==> src/rtl/cam_buf_wr.sv <==
// rtl/cam_buf_wr.sv - camera byte stream to ping-pong frame buffer writer
// Packs RGB565 byte pairs into pixels and commits whole frames to two alternating buffers.
module cam_buf_wr #(
  parameter int IMG_W = 480,
  parameter int IMG_H = 272,
  localparam int TOTAL_PIXELS = IMG_W * IMG_H
) (
  input  logic        iClk,
  input  logic        wRst,
  input  logic        wEnClk,
  input  logic        wWrStart,
  input  logic        wCamVsync,
  input  logic        wCamHref,
  input  logic [7:0]  wCamDt,
  input  logic        buf0_empty_rd,
  input  logic        buf1_empty_rd,
  output logic        wOBufWrEn,
  output logic [16:0] wOBufWrAddr,
  output logic [15:0] wOBufWrDt,
  output logic        buf_sel_wr,
  output logic        buf0_full_wr,
  output logic        buf1_full_wr,
  output logic        wFrDone,
  output logic        wFrDrop
);

  localparam logic [1:0] W_IDLE = 2'd0;
  localparam logic [1:0] W_WAIT = 2'd1;
  localparam logic [1:0] W_RUN  = 2'd2;

  localparam logic [16:0] LAST_ADDR = 17'(TOTAL_PIXELS - 1);

  logic [1:0]  state_q, state_d;
  logic [16:0] cnt_q, cnt_d;
  logic        phase_q, phase_d;
  logic [7:0]  hi_q, hi_d;
  logic [15:0] pix_q, pix_d;
  logic        pend_q, pend_d;
  logic        sel_q, sel_d;
  logic [1:0]  full_q, full_d;
  logic        drop_q, drop_d;
  logic        vs_prev_q, href_prev_q;
  logic [1:0]  sync0_q, sync1_q, edge_q;

  logic        frame_start, vs_rise, href_rise, in_run;
  logic        wr_fire, last_wr, cur_phase;
  logic [1:0]  rd_clr;

  assign frame_start = wEnClk & vs_prev_q & ~wCamVsync;
  assign vs_rise     = wEnClk & ~vs_prev_q & wCamVsync;
  assign href_rise   = wCamHref & ~href_prev_q;
  assign in_run      = (state_q == W_RUN);
  // The assembled pixel waits in pix_q until the next enabled cycle, so the
  // strobe never appears on a cycle where the datapath is frozen.
  assign wr_fire     = pend_q & wEnClk & in_run;
  assign last_wr     = wr_fire & (cnt_q == LAST_ADDR);
  assign cur_phase   = href_rise ? 1'b0 : phase_q;
  assign rd_clr      = sync1_q & ~edge_q;

  always_comb begin
    state_d = state_q;
    cnt_d   = cnt_q;
    phase_d = phase_q;
    hi_d    = hi_q;
    pix_d   = pix_q;
    pend_d  = pend_q;
    sel_d   = sel_q;
    drop_d  = 1'b0;
    full_d  = full_q & ~rd_clr;

    if (wr_fire) begin
      pend_d = 1'b0;
      if (cnt_q != LAST_ADDR) cnt_d = cnt_q + 17'd1;
    end

    case (state_q)
      W_IDLE: begin
        if (wEnClk && wWrStart) state_d = W_WAIT;
      end
      W_WAIT: begin
        if (frame_start) begin
          if (full_q[sel_q]) begin
            drop_d = 1'b1;
          end else begin
            state_d = W_RUN;
            cnt_d   = '0;
            phase_d = 1'b0;
            pend_d  = 1'b0;
          end
        end
      end
      W_RUN: begin
        // Committing the last pixel outranks a simultaneous Vsync rise; the
        // set below is applied after the reader clear so set wins.
        if (last_wr) begin
          full_d[sel_q] = 1'b1;
          sel_d         = ~sel_q;
          state_d       = W_WAIT;
        end else if (vs_rise) begin
          drop_d  = 1'b1;
          pend_d  = 1'b0;
          state_d = W_WAIT;
        end else if (wEnClk && wCamHref) begin
          if (!cur_phase) begin
            hi_d    = wCamDt;
            phase_d = 1'b1;
          end else begin
            pix_d   = {hi_q, wCamDt};
            pend_d  = 1'b1;
            phase_d = 1'b0;
          end
        end
      end
      default: state_d = W_IDLE;
    endcase
  end

  always_ff @(posedge iClk or posedge wRst) begin
    if (wRst) begin
      state_q     <= W_IDLE;
      cnt_q       <= '0;
      phase_q     <= 1'b0;
      hi_q        <= '0;
      pix_q       <= '0;
      pend_q      <= 1'b0;
      sel_q       <= 1'b0;
      full_q      <= '0;
      drop_q      <= 1'b0;
      vs_prev_q   <= 1'b0;
      href_prev_q <= 1'b0;
      sync0_q     <= '0;
      sync1_q     <= '0;
      edge_q      <= '0;
    end else begin
      state_q <= state_d;
      cnt_q   <= cnt_d;
      phase_q <= phase_d;
      hi_q    <= hi_d;
      pix_q   <= pix_d;
      pend_q  <= pend_d;
      sel_q   <= sel_d;
      full_q  <= full_d;
      drop_q  <= drop_d;
      if (wEnClk) begin
        vs_prev_q   <= wCamVsync;
        href_prev_q <= wCamHref;
      end
      // Reader flags cross domains every clock, independent of wEnClk.
      sync0_q <= {buf1_empty_rd, buf0_empty_rd};
      sync1_q <= sync0_q;
      edge_q  <= sync1_q;
    end
  end

  assign wOBufWrEn    = wr_fire;
  assign wOBufWrAddr  = cnt_q;
  assign wOBufWrDt    = pix_q;
  assign buf_sel_wr   = sel_q;
  assign buf0_full_wr = full_q[0];
  assign buf1_full_wr = full_q[1];
  assign wFrDone      = last_wr;
  assign wFrDrop      = drop_q;

endmodule

==> config.mk <==
export PLATFORM = sky130hd
export DESIGN_NAME = cam_buf_wr
export DESIGN_NICKNAME = d
export VERILOG_FILES = /design/src/rtl/cam_buf_wr.sv
export SDC_FILE = /design/constraint.sdc
export NUM_CORES = 1
export LEC_CHECK = 0
export ABC_AREA = 0
export ABC_CLOCK_PERIOD_IN_PS = 2150
export BUFFER_PORTS_ARGS = -buffer_cell sky130_fd_sc_hd__buf_2
export CAP_MARGIN = 20
export CORE_MARGIN = 2
export CORE_UTILIZATION = 49
export CTS_CLUSTER_SIZE = 16
export DETAILED_ROUTE_END_ITERATION = 10
export GPL_ROUTABILITY_DRIVEN = 0
export PLACE_DENSITY = 0.76
export SLEW_MARGIN = 20
export SYNTH_ARGS = -nofsm -noshare
export SYNTH_HDL_FRONTEND = slang
export SYNTH_SLANG_ARGS = --single-unit
==> constraint.sdc <==
create_clock -name iClk -period 2.15 [get_ports iClk]
set_input_delay 0.215 -clock iClk [delete_from_list [all_inputs] [get_ports iClk]]
set_output_delay 0.215 -clock iClk [all_outputs]
set_load 0.01 [all_outputs]
Yosys cells after proc, flatten, opt, wreduce, memory -nomap -nowiden
Index checks and enable logic that the tools add are counted.

word-level totals
  flip-flop bits (word level) = 57
  latch bits = 0
  memory bits (writable) = 0
  memory bits (read-only) = 0
  input bits = 16
  output and inout bits = 39
  word-level logic and storage cells = 96
  memories = 0

operators by class
  $add $sub $neg = 1
  multiply operators = 0
  divide/modulo/power cells = 0
  $lt $le $gt $ge = 2
  equality and inequality tests = 11
  shift operators = 0
  mux-type cells = 38
  bitwise logic cells = 20
  reductions and logical operators = 10

operators by type and width
  kind                   number
  $mux 17                5
  $mux 1                 21
  $add 17x1->17 const B  1
  $eq 17x17->1 const B   1
  $ne 17x17->1 const B   1
  $mux 2                 7
  $ne 2x2->1 const B     5
  $reduce_and 5->1       2
  $and 1x1->1            8
  $not 1->1              7
  $pmux 1 s2             3
  $pmux 2 s3             1
  $reduce_and 6->1       1
  $and 2x2->2            2
  $not 2->2              2
  $reduce_and 4->1       1
  $logic_and 1x1->1      3
  $ne 3x3->1 const B     1
  $eq 2x1->1 const B     1
  $eq 2x2->1 const B     1
  $logic_not 2->1        1
  $lt 1x2->1 const B     1
  $ne 2x1->1 const B     1
  $or 2x2->2             1
  other kinds (4)        4

Logic depth before layout (Yosys ltp)
Gate-level depths: netlist (run 1).

  word-level depth = 8
  mapped depth = 9
  depth with buffers taken out = 8

Least setup slack after synthesis (run 1)
No wires, ideal clock.

  path kind = flip-flop to flip-flop
  start point = register state_q[0]
  end point = register drop_q (netlist: wFrDrop)
  library setup time = 0.119 ns
  arrival = 2.260 ns
  required time = 2.031 ns
  path slack = -0.229 ns
  cell stages (with the launch flop) = 10
  path buffers = 1
  clock period less this slack = 2.379 ns
  cells stage by stage = dfrtp_1 inv_1 ha_1 and3_1 nand3_1 clkbuf_1 or3_2 inv_1 o32ai_1 and2_1

between the ends
  word-level cells in the longest chain between the ends = 5
  elaborated cells on any way between the ends = 6
  classes of those cells = eq/ne (2); mux (2); bitwise (2)

ends and longest elaborated chain
  what                    line  RTL
  start, declared         33    logic [1:0] state_q, state_d;
  start signal, assigned  135   state_q <= state_d;
  $eq 2x2->1              52    assign in_run = (state_q == W_RUN);
  $and 1x1->1             55    assign wr_fire = pend_q & wEnClk & in_run;
  net wOBufWrEn           17    output logic wOBufWrEn,
  $and 1x1->1             56    assign last_wr = wr_fire & (cnt_q == LAST_ADDR);
  net wFrDone             23    output logic wFrDone,
  $mux 1                  95    if (last_wr) begin
  $pmux 1 s2              76    case (state_q)
  net drop_d              41    logic drop_q, drop_d;
  end signal, assigned    143   drop_q <= drop_d;
  end, declared           41

The timed path passes the listed nets, and every way through them passes these cells.
A chain may end at the register's enable or synchronous reset.

Final worst setup path (run 1)
  start point = register cnt_q[16] (netlist: wOBufWrAddr[16])
  end point = register pix_q[6] (netlist: wOBufWrDt[6])

between the ends
  word-level cells in the longest chain between the ends = 4

ends and longest elaborated chain
  what                               line  RTL
  start, declared                    34    logic [16:0] cnt_q, cnt_d;
  start signal, assigned             136   cnt_q <= cnt_d;
  $eq 17x17->1                       56
  $and 1x1->1                        56
  $not 1->1 (no source line)         -
  $reduce_and 5->1 (no source line)  -
  end signal, assigned               139   pix_q <= pix_d;
  end, declared                      37    logic [15:0] pix_q, pix_d;

Every way passes these cells.

==> results.yml, run 1 <==
sta:
  finalHoldViolCount: 0
  setup_tns_ps: -405
  min_period_ps: 2190
  min_period_over_period_pct: 102
  tightest_slew_ps: 722
  timing.fmax_mhz: 456
  fin_ws_ps: -41.4
  skew_ps: 7.89
  slew_headroom_pct: 51.9
  maxSlewViolCount: 0
  rsz0062_at_grt: "yes"
  setup-violations-final: 17
floorplan:
  die_h_um: 77.1
  initial_utilization_pct: 50.9
  fp-row-count: 26
  core_area_um2: 5140
  die_w_um: 77.1
  dieArea_um2: 5940
  ios: 55
drt:
  first_iter_violations: 149
  vias_per_cell: 5.35
  wl_per_cell_um: 15.3
  routed_wl_um: 5900
  drc_errors: 0
  antenna_left: 0
  vias: 2061
  drtPass1Iterations: 4
final_layout:
  drive_gt1_share_pct: 46.7
  instances_no_fill: 385
  areaGrowthSynthToFinish_pct: 33.8
  antenna_cells: 0
  n_fill_cell: 400
  nNetsFinal: 331
  fin_util_pct: 68.1
critical_path:
  cp.required_ps: 2370
  critPathKind: "flip-flop to flip-flop"
  worst-path-max-fanout: 16
  critPathCaptureType: "flip-flop"
  start_kind: "flip-flop"
  rrSetupSlack_ps: -40
  arrival_ps: 2410
power:
  p_leak_nw: 1.76
  powerDensity_nw_per_um2: 904
  ir_worst_vdd_mv: 0.898
  finalPower_mw: 3.16
logic_synthesis:
  syn_inst: 216
  synth_top_area_share_pct: 54.5
  ys_ff_latch: 57
  syn_area_um2: 2620
  synth_area_per_cell_um2: 12.1
  ys_seq_area_share_pct: 54.5
  synth_fp_nets: 237
  ys_warn_count: 0
  synth_top_area_cell: "dfrtp_1"
  ys_top_cells_by_area: "dfrtp_1, mux2_2, mux2_4, xnor2_1, nor2_1"
  yosysUniqueCellTypes: 44
flow_run:
  max_cap_violations: 0
global_route:
  track_usage_pct: 21.3
  grt_pass1_wl_um: 9870
  antenna_found_initial: 0
  grt_overflow_total: 0
  grt_pass1_vias: 2097
  grt_max_degree: 58
placement:
  io_buffer_count: 54
  numPlacedInstances: 359
  dp_hpwl_um: 3970
clock_tree:
  cts_inserted_buffers: 9
  cts_sinks: 57
  cts_tree: "yes"
  clk_path_buf_depth: 2
  clk_pin_slew_worst_paths_ps: 70
  root_buffer: "clkbuf_8"
  clkLatencyLatePin_ps: 330
  cts_max_level: 3
min_path:
  hold_class: "input port to async pin"
outcome:
  status: "complete, but fails checks"
  violations: "setup timing"
==> cell usage in the layout (no fill, tap or decap), drive strengths merged, types with 2 or more instances in the layout <==
master	synthesis	layout
dlygate4sd3	0	2
nor2	18	18
nand4	5	5
clkinv	0	2
xnor2	11	11
a311oi	3	3
clkbuf	5	11
o22ai	2	2
nand2	9	9
dfrtp	57	57
ha	5	5
a21oi	2	2
mux2i	4	4
o21bai	2	2
or3	3	3
nor3	7	7
inv	14	15
nand2b	4	4
nand3	6	6
nor4	3	3
buf	2	88
o21ai	9	9
mux2	26	26
a31oi	2	2
or2	2	2
==> cells in the mapped netlist <==
| cell type | n |
|---|---|
| a22o_1 | 1 |
| o22ai_1 | 2 |
| nor3_4 | 1 |
| nand4_1 | 4 |
| dfrtp_1 | 57 |
| xnor2_1 | 11 |
| and2_1 | 1 |
| o32ai_1 | 1 |
| a31oi_1 | 2 |
| nand2b_1 | 4 |
| o22a_1 | 1 |
| or3_2 | 1 |
| clkbuf_1 | 4 |
| ha_1 | 5 |
| or4_4 | 1 |
| and4_1 | 1 |
| buf_4 | 1 |
| a22oi_1 | 1 |
| o31ai_1 | 1 |
| xor2_1 | 1 |
| mux2i_1 | 4 |
| a311oi_1 | 3 |
| a21oi_1 | 2 |
| nand4_2 | 1 |
| o21a_1 | 1 |
| inv_1 | 14 |
| o21bai_1 | 2 |
| mux2_4 | 10 |
| and3_1 | 1 |
| nor2b_1 | 1 |
| clkbuf_2 | 1 |
| buf_12 | 1 |
| nor3b_2 | 1 |
| nand3_1 | 6 |
| or3_1 | 2 |
| o2111a_1 | 1 |
| nand2_1 | 9 |
| nor2_1 | 18 |
| nor4_1 | 3 |
| nor3_1 | 6 |
| o21ai_0 | 9 |
| mux2_2 | 16 |
| or2_2 | 2 |
| o311ai_4 | 1 |
==> repair_timing <==
item,in CTS,in global routing
pin swaps,4,3
gates resized for setup,8,4
endpoints found under the hold margin,2,0
hold buffers,2,0
buffers inserted,2,6
setup endpoints to repair,25,11
==> worst paths after layout <==
path | from | to | cells after the start
setup / recovery | wOBufWrAddr[16] | wOBufWrDt[6] | 7
hold / removal | wRst | sync0_q[0] | 3
setup reg to reg | wOBufWrAddr[16] | wOBufWrDt[6] | 7
hold reg to reg | sync0_q[0] | sync1_q[0] | 0
max in group asynchronous | wRst | wOBufWrAddr[11] | 3
min in group iClk | wCamDt[1] | wOBufWrDt[1] | 2
==> layer usage <==
metal  up-vias  track usage (%)  part of all wire, %
li1        956                -                    -
met4         0             10.7                  2.0
met3        13             4.82                  4.8
met2        71             34.3                   50
met5         -                0                    0
met1      1021             27.0                   43
==> sequential cells by signal, indices dropped and copies added, names as in the netlist <==
name,flops
wOBufWrAddr,17
wOBufWrDt,16
hi_q,8
edge_q,2
full_q,2
state_q,2
sync0_q,2
sync1_q,2
buf_sel_wr,1
href_prev_q,1
pend_q,1
phase_q,1
vs_prev_q,1
wFrDrop,1
==> report_power, final <==
| part | internal (mW) | switching [mW] |
|---|---|---|
| sequential | 1.25 | 0.106 |
| clock | 0.575 | 0.448 |
| combinational | 0.410 | 0.370 |
| total | 2.24 | 0.925 |
==> critical path, cell delays in order (launching register included) <==
cell      delay, ps
dfrtp_1         410
nand2_2          80
or4_4           560
o311ai_4        330
buf_4           180
nor3_4           40
buf_12          170
mux2_4          300
==> logic make-up after synthesis <==
group | share of synthesized area (%)
xor gates and xnor gates | 4.02
DFF | 54.5
and+or+nand+nor | 13.1
AOI/OAI and AO/OA | 7.94
buffers and inverters | 3.83
muxes | 14.2
adders and majority gates | 2.39
==> final cells by class <==
cell class | instances | area (um^2) | area share, %
sequential | 57 | 1430 | 40.8
multi-input combinational | 138 | 1130 | 32.4
timing repair buffer | 90 | 588 | 16.8
clock buffer | 11 | 141 | 4.04
tap | 70 | 87.6 | 2.50
clock inverter | 5 | 63.8 | 1.82
inverter | 14 | 55.1 | 1.57
==> metrics by stage <==
stage	setup WS [ps]	hold WS [ps]	cell area (um^2)
floorplan	-9.66	246	2640
global placement	-138	328	3140
detailed placement	-184	325	3140
CTS	-34.8	94.2	3440
global route	-91.3	121	3500
finish	-41.4	73.4	3500
No activity file was read; power rests on OpenSTA's default activity.
==> inputs of run 2 (changes only) <==
ABC_AREA = 1   (was 0)
CORE_UTILIZATION = 50   (was 49)
GPL_TIMING_DRIVEN = 0   (was unset)
==> run 2 against run 1 <==
Compared with the run above:
- the run now ends clean
- die area is 6.3% higher
- non-clock buffer count is 29 lower
- combinational power is 1% higher
- register-to-register slack better by 420 ps
- global-route usage is 0.19 points lower
- sequential share of layout area is 0.10 points higher
- utilization is 4.8 points lower
- total power is 6.0% higher
- worst hold slack worse by 72 ps
- maximum frequency is 11% higher
- critical endpoint is now wFrDone
- highest routed layer unchanged
==> results.yml, run 2 <==
outcome:
  status: "finished, final reports clean"
final_layout:
  areaGrowthSynthToFinish_pct: 22.4
  antenna_cells: 0
  nNetsFinal: 432
  largest_reg_flops: 17
  n_fill_cell: 494
  fin_util_pct: 63.3
  final_area_um2: 3480
  final_cell_mix: "nand2_1, inv_1, dfrtp_1, buf_2, nor2_1"
  drive_gt1_share_pct: 24.5
  final_common_cell: "nand2_1"
drt:
  met1Wirelength_um: 2800
  wl_met3_um: 269
  vias: 2397
  met2_length_um: 2800
  routed_wl_um: 6000
  top_layer: "met4"
  drc_errors: 0
  wl_per_cell_um: 12.3
  antenna_left: 0
  first_iter_violations: 137
  vias_per_cell: 4.91
  drtPass1Iterations: 4
placement:
  io_buffer_count: 54
  place_area_um2: 3210
  dp_hpwl_um: 4240
logic_synthesis:
  syn_inst: 344
  ys_warn_count: 0
  async_reset_ff_share_pct: 100
  synth_top_area_cell: "dfrtp_1"
  synth_fp_nets: 365
  synth_top_area_share_pct: 50.1
  ys_seq_area_share_pct: 50.1
  ys.flop_type: "dfrtp_1"
  synth_area_per_cell_um2: 8.27
  ys_ff_latch: 57
  yosysUniqueCellTypes: 33
  synth_edf_count: 0
  syn_area_um2: 2850
  synth_common_cells: "nand2_1, inv_1, dfrtp_1, nor2_1, o21ai_0"
  ys_top_cells_by_area: "dfrtp_1, nand2_1, inv_1, o21ai_0, nor2_1"
  post-synth-top-count-cell: "nand2_1"
clock_tree:
  clk_path_buf_depth: 2
  cts_max_level: 3
  cts_tree: "yes"
  root_buffer: "clkbuf_8"
  clkLatencyLatePin_ps: 330
  clk_pin_slew_worst_paths_ps: 70
  post_cts_buffers: 0
  cts_inserted_buffers: 9
  cts_sinks: 57
power:
  swShare_pct: 30.6
  power.share.clock_pct: 35.3
  powerDensity_nw_per_um2: 963
  p_int_mw: 2.33
  seq_power_share_pct: 41.2
  ir_worst_vdd_mv: 0.629
  finalPower_mw: 3.35
  power_frac_comb_pct: 23.5
  p_switching_mw: 1.03
  p_leak_nw: 1.85
sta:
  timing.fmax_mhz: 508
  maxSlewViolCount: 0
  slew_headroom_pct: 54.0
  min_period_ps: 1970
  setup-violations-final: 0
  skew_ps: 3.96
  tightest_slew_ps: 689
  rsz0062_at_grt: "no"
  finalHoldViolCount: 0
  min_period_over_period_pct: 91.6
  holdWs_ps: 1.42
critical_path:
  worst-path-max-fanout: 8
  cp.required_ps: 1930
  arrival_ps: 1760
  critPathKind: "flip-flop to primary output"
  critPathCaptureType: "primary output"
  rr_worst_depth: 9
  start_kind: "flip-flop"
floorplan:
  initial_utilization_pct: 51.7
  die_w_um: 79.5
  ios: 55
  dieArea_um2: 6310
  die_h_um: 79.5
  core_area_um2: 5510
  fp-row-count: 27
global_route:
  grt_max_degree: 58
  grt_overflow_total: 0
  grt_pass1_wl_um: 10200
  track_usage_pct: 21.1
  antenna_found_initial: 0
  grt_pass1_vias: 2198
flow_run:
  max_cap_violations: 0
min_path:
  hold_class: "input port to async pin"
## run 2: cell families after synthesis
group,share of synthesized area [%]
and+or+nand+nor,26.2
buffers and inverters,9.41
DFF,50.1
AOI/OAI and AO/OA,11.5
adders and majority gates,2.20
xor gates and xnor gates,0.615
## run 2: final timing paths
check | start | end | slack (ps)
hold / removal | wRst | wOBufWrAddr[15] | 1
setup reg to reg | wOBufWrAddr[1] | wOBufWrDt[6] | 380
setup / recovery | wOBufWrAddr[1] | wFrDone | 180
min in group iClk | wCamDt[0] | hi_q[0] | 140
max in group asynchronous | wRst | state_q[1] | 1690
hold reg to reg | sync0_q[1] | sync1_q[1] | 350
## run 2: what timing repair did
item / 4_1_cts / 5_1_grt
endpoints found under the hold margin: 2 / 0
hold buffers: 2 / 0
pin swaps: 0 / 0
gates resized for setup: 1 / 2
endpoints found under the setup margin: 1 / 1
cloned: 0 / 0
## run 2: area by class of cell
| cell class | count | area, um^2 | area share [%] |
|---|---|---|---|
| timing repair buffer | 56 | 290 | 8.33 |
| clock inverter | 4 | 73.8 | 2.12 |
| inverter | 61 | 231 | 6.65 |
| sequential | 57 | 1430 | 40.9 |
| clock buffer | 12 | 165 | 4.74 |
| tap | 72 | 90.1 | 2.59 |
| buffer | 5 | 38.8 | 1.11 |
| multi-input combinational | 221 | 1170 | 33.5 |
## run 2: stage by stage
| step | setup slack [ps] | TNS, ps | cells |
|---|---|---|---|
| floorplan | 471 | 0 | 344 |
| global placement | -165 | -9210 | 470 |
| detailed placement | 210 | 0 | 470 |
| CTS | 95.1 | 0 | 488 |
| global route | 16.0 | 0 | 488 |
| finish | 180 | 0 | 488 |
## run 2: critical path, stage by stage (launching register included)
cell     delay (ps)
dfrtp_1         390
ha_2            210
nand2_1          90
inv_1            80
nand3_1         160
nor2_4          160
nand2_4         120
inv_1            90
buf_2           130
## run 2: metal layers
layer / global-route usage, % / vias to the layer above
met5: 0 / -
met4: 10.0 / 0
li1: - / 1221
met2: 33.6 / 53
met3: 4.41 / 12
met1: 27.4 / 1111
## run 2: power groups by stage
stage | Clock, mW | Combinational, mW | Sequential (mW)
after floorplan | 0 | 0.510 | 1.42
after global placement | 0 | 0.750 | 1.39
after detailed placement | 0 | 0.772 | 1.39
after CTS | 1.20 | 0.781 | 1.38
after global routing | 1.25 | 0.903 | 1.41
final | 1.18 | 0.790 | 1.38
==> inputs of run 3 (changes only) <==
BUFFER_PORTS_ARGS = unset   (was -buffer_cell sky130_fd_sc_hd__buf_2)
CORE_UTILIZATION = 55   (was 50)
DONT_BUFFER_PORTS = 1   (was unset)
PLACE_DENSITY = 0.73   (was 0.76)
==> run 3 against run 2 <==
Compared with the run above:
- wire length shrank 7.1%
- clock skew grew 2.9 ps
- global-route usage grew 0.66 points
- register-to-register slack lost 150 ps
- clock power shrank 14%
- cell count shrank 11%
- non-clock buffer count shrank 52
- via count shrank 8.1%
- die area shrank 8.6%
- utilization shrank 0.16 points
- critical path type unchanged
==> results.yml, run 3 (synthesis results as in run 2) <==
sta:
  setup_tns_ps: 0
  holdWs_ps: 20.2
  min_period_over_period_pct: 93.9
  skew_ps: 6.91
  timing.fmax_mhz: 496
  rsz0062_at_grt: "no"
  finalHoldViolCount: 0
  tightest_slew_ps: 674
  slew_headroom_pct: 55.0
  setup-violations-final: 0
  min_period_ps: 2020
  maxSlewViolCount: 0
placement:
  dp_hpwl_um: 3990
  numPlacedInstances: 414
  io_buffer_count: 0
critical_path:
  arrival_ps: 1800
  worst_path_largest_cell_delay_ps: 410
  critPathMostFrequentCell: "inv_1"
  critPathKind: "flip-flop to primary output"
  rrSetupSlack_ps: 230
  rr_worst_depth: 8
  cp-endpoint: "wFrDone"
  crit_chain: "inv_1, ha_1, nand3_4, nor2_4, nand2_4, inv_1"
  reg2reg_from: "state_q[0]"
  crit_start: "state_q[0]"
  slowest_stage: "dfrtp_1"
  timing.rr.end: "wOBufWrAddr[4]"
  cp.required_ps: 1930
  worst-path-max-fanout: 8
  start_kind: "flip-flop"
  critPathCaptureType: "primary output"
clock_tree:
  cts_tree: "yes"
  clkLatencyLatePin_ps: 340
  root_buffer: "clkbuf_8"
  cts_inserted_buffers: 9
  clk_pin_slew_worst_paths_ps: 60
  cts_max_level: 3
  cts_sinks: 57
  clk_path_buf_depth: 2
floorplan:
  core_area_um2: 5040
  initial_utilization_pct: 56.5
  die_w_um: 75.9
  ios: 55
  fp-row-count: 26
  dieArea_um2: 5770
  die_h_um: 75.9
drt:
  wl_per_cell_um: 12.8
  first_iter_violations: 103
  vias: 2202
  routed_wl_um: 5580
  drc_errors: 0
  vias_per_cell: 5.07
  drtPass1Iterations: 4
  antenna_left: 0
final_layout:
  final_common_cell: "nand2_1"
  final_cell_mix: "nand2_1, inv_1, dfrtp_1, nor2_1, o21ai_0"
  areaGrowthSynthToFinish_pct: 11.8
  antenna_cells: 0
  fin_util_pct: 63.1
  largest_reg_flops: 17
  instances_no_fill: 434
  drive_gt1_share_pct: 12.6
  nNetsFinal: 380
global_route:
  track_usage_pct: 21.7
  grt_pass1_vias: 2147
  grt_max_degree: 58
  antenna_found_initial: 0
  grt_pass1_wl_um: 9880
  grt_overflow_total: 0
flow_run:
  max_cap_violations: 0
power:
  p_leak_nw: 1.57
  ir_worst_vdd_mv: 0.622
  finalPower_mw: 3.07
  powerDensity_nw_per_um2: 964
outcome:
  status: "finished, final reports clean"
min_path:
  hold_class: "input port to flip-flop"
run 3: cell count changes in the layout (fill, tap and decap cells not counted), sizes merged:
| cell | delta |
|---|---|
| dlygate4sd3 | +2 |
| buf | -54 |
| clkbuf | -1 |
| clkinv | +2 |
| bufinv | -1 |
run 3: through the flow:
stage                     cell area, um^2  setup WS, ps
after floorplan                      2850           471
after global placement               2930         -69.3
after detailed placement             2940           254
after CTS                            3180           114
after global routing                 3180          8.49
final                                3180           132
run 3: repair_timing:
action                                  CTS  global route
buffers inserted                          0             0
endpoints found under the setup margin    0             0
hold buffers                              4             0
gates resized for setup                   0             0
endpoints found under the hold margin    60             0
run 3: area by class of cell:
class / count / area (um^2)
fillers: 441 / 1860
repair buffers: 4 / 40.0
inverters: 61 / 231
multi-input cells: 221 / 1150
clock inverters: 5 / 53.8
clock buffers: 11 / 151
flip-flops and latches: 57 / 1430
well taps: 70 / 87.6
plain buffers: 5 / 38.8
run 3: critical path, delay by kind of cell, from the launching register on:
family        cells  cell delay (ps)
buf+inv           2              230
simple gates      3              470
fa+ha+maj         1              350
flops             1              410
run 3: metal layers:
metal / GRT usage, % / share of wire (%)
met5: 0 / 0
met4: 8.73 / 0.86
met3: 9.05 / 7.6
met2: 34.7 / 47
met1: 26.2 / 44
run 3: how the worst min path moves through the flow:
stage	startpoint	to	slack, ps	cells after the start
global route	wCamDt[0]	hi_q[0]	30	2
detailed placement	wRst	wOBufWrAddr[15]	250	1
global placement	buf1_empty_rd	sync0_q[1]	250	0
finish	wEnClk	vs_prev_q	20	2
floorplan	buf0_empty_rd	sync0_q[0]	250	0
CTS	wEnClk	vs_prev_q	8	2
run 3: power by group:
part / leakage (nW) / internal (mW) / switching (mW)
Clock: 0.109 / 0.593 / 0.421
Combinational: 0.701 / 0.241 / 0.380
Sequential: 0.761 / 1.26 / 0.167
